$ cat src/rtl/char_lexer_pkg.sv
// Shared widths, token encodings, state/status enums and the symbol hash step
// for the streaming lexer.
package char_lexer_pkg;

  localparam int TYPE_WIDTH  = 5;
  localparam int VALUE_WIDTH = 16;
  localparam int CHAR_WIDTH  = 9;

  localparam logic [CHAR_WIDTH-1:0] CHAR_EOF = 9'h1ff;

  localparam logic [TYPE_WIDTH-1:0] TOK_NONE   = 5'd0;
  localparam logic [TYPE_WIDTH-1:0] TOK_LPAREN = 5'd1;
  localparam logic [TYPE_WIDTH-1:0] TOK_RPAREN = 5'd2;
  localparam logic [TYPE_WIDTH-1:0] TOK_LAMBDA = 5'd3;
  localparam logic [TYPE_WIDTH-1:0] TOK_DOT    = 5'd4;
  localparam logic [TYPE_WIDTH-1:0] TOK_NUM    = 5'd5;
  localparam logic [TYPE_WIDTH-1:0] TOK_SYM    = 5'd6;
  localparam logic [TYPE_WIDTH-1:0] TOK_EOF    = 5'd7;

  typedef enum logic [2:0] {SKIP, NUM, SYM, DONE, ERROR} lex_state_t;

  typedef enum logic [2:0] {
    status_ok  = 3'd0,
    status_err = 3'd1,
    status_eof = 3'd2
  } status_t;

  typedef enum logic [2:0] {
    CC_WS, CC_PUNCT, CC_DIGIT, CC_ALPHA, CC_EOF, CC_ILLEGAL
  } char_class_t;

  // acc*31 + c, wrapping at 16 bits
  function automatic logic [VALUE_WIDTH-1:0] sym_step(input logic [VALUE_WIDTH-1:0] acc,
                                                      input logic [7:0] c);
    return (acc << 5) - acc + {8'd0, c};
  endfunction

endpackage

$ cat src/rtl/char_lexer_if.sv
// Character-in / token-out handshake bundle between the file reader, the lexer
// and the term builder.
interface char_lexer_if;
  import char_lexer_pkg::*;

  logic [CHAR_WIDTH-1:0]  in_char;
  logic                   in_valid;
  logic                   in_ready;
  logic [TYPE_WIDTH-1:0]  tok_type;
  logic [VALUE_WIDTH-1:0] tok_value;
  logic                   tok_valid;
  logic                   tok_ready;
  status_t                status;

  modport master (
    output in_char, in_valid, tok_ready,
    input  in_ready, tok_type, tok_value, tok_valid, status
  );

  modport slave (
    input  in_char, in_valid, tok_ready,
    output in_ready, tok_type, tok_value, tok_valid, status
  );

endinterface

$ cat src/rtl/char_lexer_class.sv
// Combinational character classifier: class, punctuation token type and
// decimal digit value of one char_t.
module char_class
  import char_lexer_pkg::*;
(
  input  logic [CHAR_WIDTH-1:0] ch,
  output char_class_t           cls,
  output logic [TYPE_WIDTH-1:0] punct_tok,
  output logic [3:0]            digit
);

  always_comb begin
    cls       = CC_ILLEGAL;
    punct_tok = TOK_NONE;
    digit     = 4'd0;
    if (ch == CHAR_EOF) begin
      cls = CC_EOF;
    end else if (!ch[8]) begin
      case (ch[7:0])
        8'h20, 8'h09, 8'h0a, 8'h0d: cls = CC_WS;
        8'h28: begin cls = CC_PUNCT; punct_tok = TOK_LPAREN; end
        8'h29: begin cls = CC_PUNCT; punct_tok = TOK_RPAREN; end
        8'h5c: begin cls = CC_PUNCT; punct_tok = TOK_LAMBDA; end
        8'h2e: begin cls = CC_PUNCT; punct_tok = TOK_DOT;    end
        default: begin
          // '0'..'9' sit at 0x30..0x39, so the low nibble is the digit value
          if (ch[7:0] >= 8'h30 && ch[7:0] <= 8'h39) begin
            cls   = CC_DIGIT;
            digit = ch[3:0];
          end else if ((ch[7:0] >= 8'h61 && ch[7:0] <= 8'h7a) ||
                       (ch[7:0] >= 8'h41 && ch[7:0] <= 8'h5a) ||
                       (ch[7:0] == 8'h5f)) begin
            cls = CC_ALPHA;
          end
        end
      endcase
    end
  end

endmodule

$ cat src/rtl/char_lexer.sv
// Streaming lexer: turns the char_t stream into typed tokens, accumulating
// numbers and symbol hashes, with a one-entry pending slot for delimiters.
module char_lexer
  import char_lexer_pkg::*;
(
  input  logic        clk,
  input  logic        rst,
  char_lexer_if.slave bus
);

  lex_state_t             state, state_n;
  logic [VALUE_WIDTH-1:0] acc, acc_n;
  logic                   tok_valid;
  logic [TYPE_WIDTH-1:0]  tok_type;
  logic [VALUE_WIDTH-1:0] tok_value;
  logic                   pend_valid;
  logic [TYPE_WIDTH-1:0]  pend_type;

  char_class_t           cls;
  logic [TYPE_WIDTH-1:0] punct_tok;
  logic [3:0]            digit;

  logic                   accept, out_free, in_ready;
  logic                   emit, pend_load;
  logic [TYPE_WIDTH-1:0]  emit_type, pend_type_n;
  logic [VALUE_WIDTH-1:0] emit_value;
  logic [19:0]            num_next;

  char_class u_class (
    .ch        (bus.in_char),
    .cls       (cls),
    .punct_tok (punct_tok),
    .digit     (digit)
  );

  assign out_free = ~tok_valid | bus.tok_ready;
  assign in_ready = ~rst & ((state == SKIP) | (state == NUM) | (state == SYM)) &
                    ~pend_valid & out_free;
  assign accept   = bus.in_valid & in_ready;

  assign bus.in_ready  = in_ready;
  assign bus.tok_valid = tok_valid;
  assign bus.tok_type  = tok_type;
  assign bus.tok_value = tok_value;

  always_comb begin
    case (state)
      ERROR:   bus.status = status_err;
      DONE:    bus.status = status_eof;
      default: bus.status = status_ok;
    endcase
  end

  always_ff @(posedge clk or posedge rst) begin
    if (rst) begin
      state <= SKIP;
      acc   <= '0;
    end else begin
      state <= state_n;
      acc   <= acc_n;
    end
  end

  always_comb begin
    state_n     = state;
    acc_n       = acc;
    emit        = 1'b0;
    emit_type   = TOK_NONE;
    emit_value  = '0;
    pend_load   = 1'b0;
    pend_type_n = TOK_NONE;
    num_next    = {4'd0, acc} * 20'd10 + {16'd0, digit};
    if (accept) begin
      case (state)
        SKIP: begin
          case (cls)
            CC_PUNCT: begin emit = 1'b1; emit_type = punct_tok; end
            CC_DIGIT: begin acc_n = {12'd0, digit}; state_n = NUM; end
            CC_ALPHA: begin acc_n = {8'd0, bus.in_char[7:0]}; state_n = SYM; end
            CC_EOF:   begin emit = 1'b1; emit_type = TOK_EOF; state_n = DONE; end
            CC_ILLEGAL: state_n = ERROR;
            default: ;
          endcase
        end
        NUM, SYM: begin
          if (cls == CC_ILLEGAL || (state == NUM && cls == CC_ALPHA)) begin
            state_n = ERROR;
          end else if (state == NUM && cls == CC_DIGIT) begin
            if (num_next > 20'h0ffff) state_n = ERROR;
            else                       acc_n   = num_next[15:0];
          end else if (cls == CC_DIGIT || cls == CC_ALPHA) begin
            acc_n = sym_step(acc, bus.in_char[7:0]);
          end else begin
            // Delimiter: emit the accumulated token; PUNCT/EOF waits in the pending slot
            emit        = 1'b1;
            emit_type   = (state == NUM) ? TOK_NUM : TOK_SYM;
            emit_value  = acc;
            acc_n       = '0;
            pend_load   = (cls != CC_WS);
            pend_type_n = (cls == CC_EOF) ? TOK_EOF : punct_tok;
            state_n     = (cls == CC_EOF) ? DONE : SKIP;
          end
        end
        default: ;
      endcase
    end
  end

  always_ff @(posedge clk or posedge rst) begin
    if (rst) begin
      tok_valid  <= 1'b0;
      tok_type   <= TOK_NONE;
      tok_value  <= '0;
      pend_valid <= 1'b0;
      pend_type  <= TOK_NONE;
    end else if (state_n == ERROR) begin
      tok_valid  <= 1'b0;
      tok_type   <= TOK_NONE;
      tok_value  <= '0;
      pend_valid <= 1'b0;
      pend_type  <= TOK_NONE;
    end else if (emit) begin
      tok_valid  <= 1'b1;
      tok_type   <= emit_type;
      tok_value  <= emit_value;
      pend_valid <= pend_load;
      pend_type  <= pend_type_n;
    end else if (pend_valid && out_free) begin
      tok_valid  <= 1'b1;
      tok_type   <= pend_type;
      tok_value  <= '0;
      pend_valid <= 1'b0;
      pend_type  <= TOK_NONE;
    end else if (tok_valid && bus.tok_ready) begin
      tok_valid <= 1'b0;
      tok_type  <= TOK_NONE;
      tok_value <= '0;
    end
  end

endmodule
$ cat src/flat_wrapper.sv
// flat-port wrapper written by rule: the top's interface ports become plain ports
module char_lexer_flat import char_lexer_pkg::*;
  (clk, rst, bus_in_char, bus_in_valid, bus_tok_ready, bus_in_ready, bus_tok_type, bus_tok_value, bus_tok_valid, bus_status);
  char_lexer_if bus_i ();
  input  logic clk;
  input  logic rst;
  input wire logic [$bits(bus_i.in_char)-1:0] bus_in_char;
  input wire logic [$bits(bus_i.in_valid)-1:0] bus_in_valid;
  input wire logic [$bits(bus_i.tok_ready)-1:0] bus_tok_ready;
  output wire logic [$bits(bus_i.in_ready)-1:0] bus_in_ready;
  output wire logic [$bits(bus_i.tok_type)-1:0] bus_tok_type;
  output wire logic [$bits(bus_i.tok_value)-1:0] bus_tok_value;
  output wire logic [$bits(bus_i.tok_valid)-1:0] bus_tok_valid;
  output wire logic [$bits(bus_i.status)-1:0] bus_status;
  assign bus_i.in_char = bus_in_char;
  assign bus_i.in_valid = bus_in_valid;
  assign bus_i.tok_ready = bus_tok_ready;
  assign bus_in_ready = bus_i.in_ready;
  assign bus_tok_type = bus_i.tok_type;
  assign bus_tok_value = bus_i.tok_value;
  assign bus_tok_valid = bus_i.tok_valid;
  assign bus_status = bus_i.status;
  char_lexer u_core (.clk(clk), .rst(rst), .bus(bus_i));
endmodule
$ cat config.mk
export PLATFORM = sky130hd
export DESIGN_NAME = char_lexer_flat
export DESIGN_NICKNAME = d
export VERILOG_FILES = /design/src/rtl/char_lexer_pkg.sv /design/src/rtl/char_lexer_if.sv /design/src/rtl/char_lexer_class.sv /design/src/rtl/char_lexer.sv /design/src/flat_wrapper.sv
export SDC_FILE = /design/constraint.sdc
export NUM_CORES = 1
export LEC_CHECK = 0
export ABC_AREA = 1
export CAP_MARGIN = 15
export CORE_MARGIN = 2
export CORE_UTILIZATION = 55
export DETAILED_ROUTE_END_ITERATION = 10
export PLACE_DENSITY = 0.79
export SLEW_MARGIN = 20
export SYNTH_ARGS = -nofsm -noshare
export SYNTH_HDL_FRONTEND = slang
export SYNTH_SLANG_ARGS = --single-unit
$ cat constraint.sdc
create_clock -name clk -period 3.1 [get_ports clk]
set_input_delay 0.62 -clock clk [delete_from_list [all_inputs] [get_ports clk]]
set_output_delay 0.62 -clock clk [all_outputs]
set_load 0.01 [all_outputs]
==> reports/metrics.cfg, run 1 <==
[hold_path]
min_path_type=flop to flop
worstHoldPathCells=2

[clock_tree]
insertion_delay_ns=0.32
clockBufferDepth=2
clkSlewWorstSetupHoldPaths_ns=0.10
htree_levels=2
cts_hold_buffers=0
clockRootBuffer=clkbuf_8
cts_tree=done
numCtsBuffers=5
clkSinkCount=43

[routing]
drc=0
drtIter0Drc=585
viasPerCell=5.95
firstDrtPassIters=6
drt_wl_total_um=20400
drt.antenna.violating_nets=0
vias=6743
routedWlPerCell_um=18.0

[worst_setup_path]
path_depth=25
cp_top_family=simple AND/OR/NAND/NOR gates
worst_path_largest_cell_delay_ns=0.50
critPathBufInv=1
reg2reg_slack_ns=-0.82
crit_type=flop to flop
worstPathMaxFanout=6
cp_slowest_cell=dfrtp_2
r2r_cells=25
start_kind=flop
required_ns=3.35
worstPathArrival_ns=4.17
crit_top_cell=nand2_1
endpoint_kind=flop

[sta]
max-slew-margin-rel_pct=53.3
hold_violations=0
setup_ws_ns=-0.824
fin_crit_sh_pct=127
setup_viol=42
rsz0062_at_grt=true
max_freq_ghz=0.255
timing.final.crit_period_ns=3.92
tightest_slew_ns=0.699
skew_ns=0.0150
setup_tns_ns=-27.44
slew_viol_final=0
holdWs_ns=0.512

[power]
p_sw_w=0.000346
p_int_w=0.000796
power_w=0.00114
ir_worst_vdd_uv=151
switching_share_pct=30.3
seqPwrFrac_pct=49.1
powerDensity_nw_per_um2=149
leakagePower_nw=4.06
pwr-share-clk_pct=35.4
combPwrFrac_pct=15.5

[yosys]
yosysMostFrequentCell=nand2_1
synth-seq-cells=43
synth_edf_count=0
yosysSeqAreaShare_pct=20.8
syn_avg_cell_area_um2=6.41
synth_top_area_cell=dfrtp_1
netlist_area_um2=5170
synthArstFlopShare_pct=100
yosysTopAreaCellShare_pct=20.8
ys.flop_type=dfrtp_1
yosysWarnings=0
synthTopCellsByArea=dfrtp_1 (21%), nand2_1 (17%), ha_1 (14%)
ys_types=49
synthCells=806
synth_common_cells=nand2_1 (232), inv_1 (127), nand3_1 (62), nor2_1 (59), ha_1 (57)

[floorplanning]
die_area_um2=10200
io_pins=39
core_area_um2=9200
initial_core_util_pct=56.2
std_cell_rows=35
die_h_um=101
die_x_um=101

[final_layout]
finalNetCount=1097
layout.cells.non_filler=1133
num-fill-cells=556
drive_above_1_share_pct=32.3
n_antenna_cell=0
area_delta_synth_final_pct=47.9

[placement]
place.gp.congestion=1.01
hpwl_um=13200
dpl_worst_slack_ns=-1.05
place_inst=1082
port_buffers=35

[grt]
track_usage_pct=35.4
grt_pass1_vias=6178
antenna_found_initial=0
grt_pass1_wl_um=28700
grt_max_degree=44
grt_overflow=0

[flow_run]
cap_violations=0

[status]
status=finished, violations left
violations=negative setup slack

[cell families after synthesis]
kind of cell,count (synthesis),share of synthesized area (%)
and+or+nand+nor,420,36.0
buffers and inverters,150,12.0
AOI/OAI and AO/OA,120,13.5
adders and majority gates,63,16.1
DFF,43,20.8
xor gates and xnor gates,9,1.52
other,1,0.0725
[placed cells by master, fill, tap and decap left out, drive strengths merged, types with 2 or more instances in the layout]
cell type and count:
o311ai 4, o21bai 2, o31ai 3, clkdlybuf4s50 27
o21ai 53, and2 2, o2111ai 3, inv 138
conb 3, o211ai 2, xor2 7, nand4 14
or2 5, fa 6, xnor2 2, a32oi 3
ha 57, nor3 16, nand2 246, nor2 70
a22oi 2, clkbuf 7, o22ai 6, nand3b 2
clkinvlp 3, o21a 2, dfrtp 43, clkdlybuf4s15 2
nand3 64, a21oi 36, buf 182, nor4 3
[tightest hold or removal path, delay by kind of cell (launching register included)]
kind          cells  cell delay, ns
simple gates      2            0.12
flops             1            0.36
[state kept, by name (all words and copies together), names as in the netlist]
signal / count
u_core.acc: 16
u_core.bus.tok_value: 16
u_core.bus.tok_type: 3
u_core.pend_type: 3
u_core.state: 3
u_core.bus.tok_valid: 1
u_core.pend_valid: 1
[metrics by stage]
step	instance area [µm²]	util [%]
floorplan	5250	-
global route	7650	83.1
global placement	6700	72.8
CTS	7160	77.9
detailed placement	6700	72.8
finish	7650	83.1
[routing by layer]
metal | vias to the layer above | track usage [%] | wire [µm]
met5 | - | 0 | 0
met4 | 0 | 14.7 | 1490
met3 | 150 | 5.41 | 2130
met2 | 481 | 58.9 | 9120
met1 | 3049 | 45.8 | 7610
li1 | 3063 | - | -
[cell type report]
type / instances / area, µm² / share of cell area, %
tap: 111 / 139 / 1.82
inverter: 138 / 552 / 7.22
multi-input combinational: 618 / 4050 / 52.9
timing repair buffer: 214 / 1730 / 22.6
timing repair inverter: 1 / 6.26 / 0.0818
clock inverter: 3 / 23.8 / 0.311
clock buffer: 5 / 68.8 / 0.900
sequential: 43 / 1080 / 14.1
[repair_timing]
action	in CTS	in global routing
gates resized for setup	68	85
buffers inserted	28	12
cloned	4	1
endpoints found under the hold margin	0	0
pin swaps	38	50
setup endpoints to repair	42	42
[power by group through the flow]
| stage | Combinational, W | Clock, W | Sequential (W) |
|---|---|---|---|
| floorplan | 0.0000803 | 0 | 0.000572 |
| global placement | 0.000162 | 0 | 0.000572 |
| detailed placement | 0.000166 | 0 | 0.000572 |
| CTS | 0.000166 | 0.000383 | 0.000560 |
| global route | 0.000191 | 0.000419 | 0.000560 |
| finish | 0.000177 | 0.000404 | 0.000560 |
[path summary, 6_finish.rpt]
path | startpoint | endpoint
worst max-delay path | u_core.acc[2] | u_core.bus.tok_value[4]
worst min-delay path | u_core.bus.tok_value[14] | u_core.bus.tok_value[14]
worst max register to register | u_core.acc[2] | u_core.bus.tok_value[4]
worst min register to register | u_core.bus.tok_value[14] | u_core.bus.tok_value[14]
max in group asynchronous | rst | u_core.acc[10]
min in group asynchronous | rst | u_core.bus.tok_value[3]
Note: power is estimated with default switching activity, not from simulation.
==> run 2, diff against run 1 <==
--- a/config.mk
+++ b/config.mk
@@ -11,6 +11,7 @@
 export CORE_UTILIZATION = 55
 export DETAILED_ROUTE_END_ITERATION = 10
 export PLACE_DENSITY = 0.79
+export SKIP_CTS_REPAIR_TIMING = 1
 export SLEW_MARGIN = 20
 export SYNTH_ARGS = -nofsm -noshare
 export SYNTH_HDL_FRONTEND = slang
==> reports/metrics.cfg, run 2 (synthesized netlist as in run 1, its figures left out) <==
[worst_setup_path]
required_ns=3.35  ; about the same
crit_end=u_core.bus.tok_value[7]
cp_slowest_cell=fa_2
r2r_cells=24  ; -4.0%
worst_path_largest_cell_delay_ns=0.49  ; about the same
reg2reg_slack_ns=-0.62  ; +0.20 ns
critPathBufInv=1  ; unchanged
cp_top_family=simple AND/OR/NAND/NOR gates
worstPathArrival_ns=3.97  ; -0.20 ns
path_depth=24  ; -4.0%
crit_chain=ha_1 > ha_2 > inv_2 > fa_2 > nand3b_1 > nor2_2 > nand2_2 > nor2_4 > nand3_2 > nor2_2 > nand3_1 > nand2_1 > nand2_1 > nor2_1 > nand2_1 > nand2_2 > nand2_1 > nand2_1 > nand2_1 > nand2_2 > nand2_8 > nand2_8 > nand3_1 > nand2_1
endpoint_kind=flop
r2r_end=u_core.bus.tok_value[7]
crit_type=flop to flop
crit_start=u_core.acc[1]
timing.rr.start=u_core.acc[1]
start_kind=flop
crit_top_cell=nand2_1
worstPathMaxFanout=6  ; unchanged

[sta]
slew_viol_final=0  ; unchanged
timing.final.crit_period_ns=3.72  ; -0.200 ns
setup_viol=42  ; unchanged
rsz0062_at_grt=true
max_freq_ghz=0.269  ; +5.4%
fin_crit_sh_pct=120  ; -6.5 points
tightest_slew_ns=0.617  ; -0.0826 ns
setup_ws_ns=-0.624  ; +0.200 ns
max-slew-margin-rel_pct=58.8  ; +5.5 points
hold_violations=0  ; unchanged
skew_ns=0.0118  ; -0.00321 ns

[grt]
grt_max_degree=44  ; unchanged
grt_pass1_vias=5645  ; -8.6%
grt_overflow=0  ; unchanged
track_usage_pct=31.9  ; -3.6 points
antenna_found_initial=0  ; unchanged
grt_pass1_wl_um=26000  ; -9.5%

[final_layout]
reg.largest.list=u_core.acc: 16 flops, u_core.bus.tok_value: 16 flops
fin_area_um2=7280  ; -4.8%
finalNetCount=1073  ; -2.2%
num-fill-cells=656  ; +18%
final_cell_mix=nand2_1 (218), buf_4 (152), inv_1 (121)
n_antenna_cell=0  ; unchanged
layout.cells.non_filler=1109  ; -2.1%
final_common_cell=nand2_1
area_delta_synth_final_pct=40.8
drive_above_1_share_pct=27.8  ; -4.5 points

[placement]
hpwl_um=13200  ; unchanged
place_area_um2=6700  ; unchanged
place_inst=1082  ; unchanged
port_buffers=35  ; unchanged
place.gp.congestion=1.01  ; unchanged

[clock_tree]
htree_levels=2  ; unchanged
clockRootBuffer=clkbuf_8
clockBufferDepth=2  ; unchanged
clkSlewWorstSetupHoldPaths_ns=0.10  ; about the same
insertion_delay_ns=0.31  ; about the same
numCtsBuffers=5  ; unchanged
cts_tree=done
clkSinkCount=43  ; unchanged

[hold_path]
min_path_type=flop to flop
min_from=u_core.bus.tok_value[3]

[floorplanning]
die_x_um=101  ; unchanged
core_area_um2=9200  ; unchanged
io_pins=39  ; unchanged
die_area_um2=10200  ; unchanged
std_cell_rows=35  ; unchanged
die_h_um=101  ; unchanged
initial_core_util_pct=56.2  ; unchanged

[power]
leakagePower_nw=3.97  ; -2.0%
powerDensity_nw_per_um2=154  ; +3.2%
power_w=0.00112  ; -1.8%
ir_worst_vdd_uv=143  ; -5.2%

[routing]
vias=6243  ; -7.4%
firstDrtPassIters=5  ; -1
drt_wl_total_um=17600  ; -13%
drc=0  ; unchanged
drtIter0Drc=424  ; -28%
drt.antenna.violating_nets=0  ; unchanged
viasPerCell=5.63  ; -5.4%
routedWlPerCell_um=15.9  ; -11%

[status]
status=finished, violations left
violations=negative setup slack

[flow_run]
cap_violations=0  ; unchanged

## run 2: cell count changes in the layout (fill, tap and decap cells not counted), sizes merged
cell           before  now
buf               182  155
clkdlybuf4s15       2    0
dlygate4sd2         1    0
dlymetal6s2s        0    6
## run 2: power by group
group	internal, W	switching, W
sequential	0.000560	0
combinational	0.0000747	0.0000963
clock	0.000162	0.000229
total	0.000797	0.000325
## run 2: stage by stage
stage / hold slack (ns) / setup TNS (ns) / worst slack (ns) / util [%]
floorplan: 0.502 / -3.32 / -0.150 / -
global placement: 0.481 / -34.60 / -0.902 / 72.8
detailed placement: 0.492 / -39.89 / -1.05 / 72.8
CTS: 0.514 / -26.69 / -0.767 / 73.9
global route: 0.527 / -32.83 / -0.886 / 79.2
finish: 0.511 / -22.94 / -0.624 / 79.2
## run 2: how the worst min path moves through the flow
stage / endpoint / slack (ns) / cells past startpoint
detailed placement: u_core.bus.tok_value[3] / 0.49 / 2
floorplan: u_core.bus.tok_value[2] / 0.50 / 2
CTS: u_core.bus.tok_value[9] / 0.51 / 2
finish: u_core.bus.tok_value[3] / 0.51 / 2
global placement: u_core.bus.tok_value[1] / 0.48 / 2
global route: u_core.bus.tok_value[0] / 0.53 / 2
## run 2: worst reg2reg max path, cell delays in order (launching register included)
cell and delay (ns):
dfrtp_1 0.39, ha_1 0.30, ha_2 0.22, inv_2 0.07, fa_2 0.49, nand3b_1 0.22, nor2_2 0.16, nand2_2 0.09
nor2_4 0.15, nand3_2 0.09, nor2_2 0.17, nand3_1 0.12, nand2_1 0.08, nand2_1 0.05, nor2_1 0.09, nand2_1 0.09
nand2_2 0.11, nand2_1 0.08, nand2_1 0.08, nand2_1 0.07, nand2_2 0.12, nand2_8 0.13, nand2_8 0.14, nand3_1 0.09
nand2_1 0.10
## run 2: metal layers
metal | global-route usage (%) | share of wire, % | vias up
met4 | 10.5 | 2.9 | 0
met3 | 4.09 | 6.9 | 53
met2 | 51.7 | 48 | 286
met5 | 0 | 0 | -
li1 | - | - | 3009
met1 | 43.9 | 43 | 2895
## run 2: final cells by class
class | instances | area (µm²) | area share, %
repair inverters | 1 | 6.26 | 0.0859
inverters | 138 | 552 | 7.58
clock inverters | 3 | 23.8 | 0.327
flip-flops and latches | 43 | 1080 | 14.8
clock buffers | 5 | 68.8 | 0.945
well taps | 111 | 139 | 1.91
repair buffers | 190 | 1550 | 21.3
multi-input cells | 618 | 3860 | 53.1
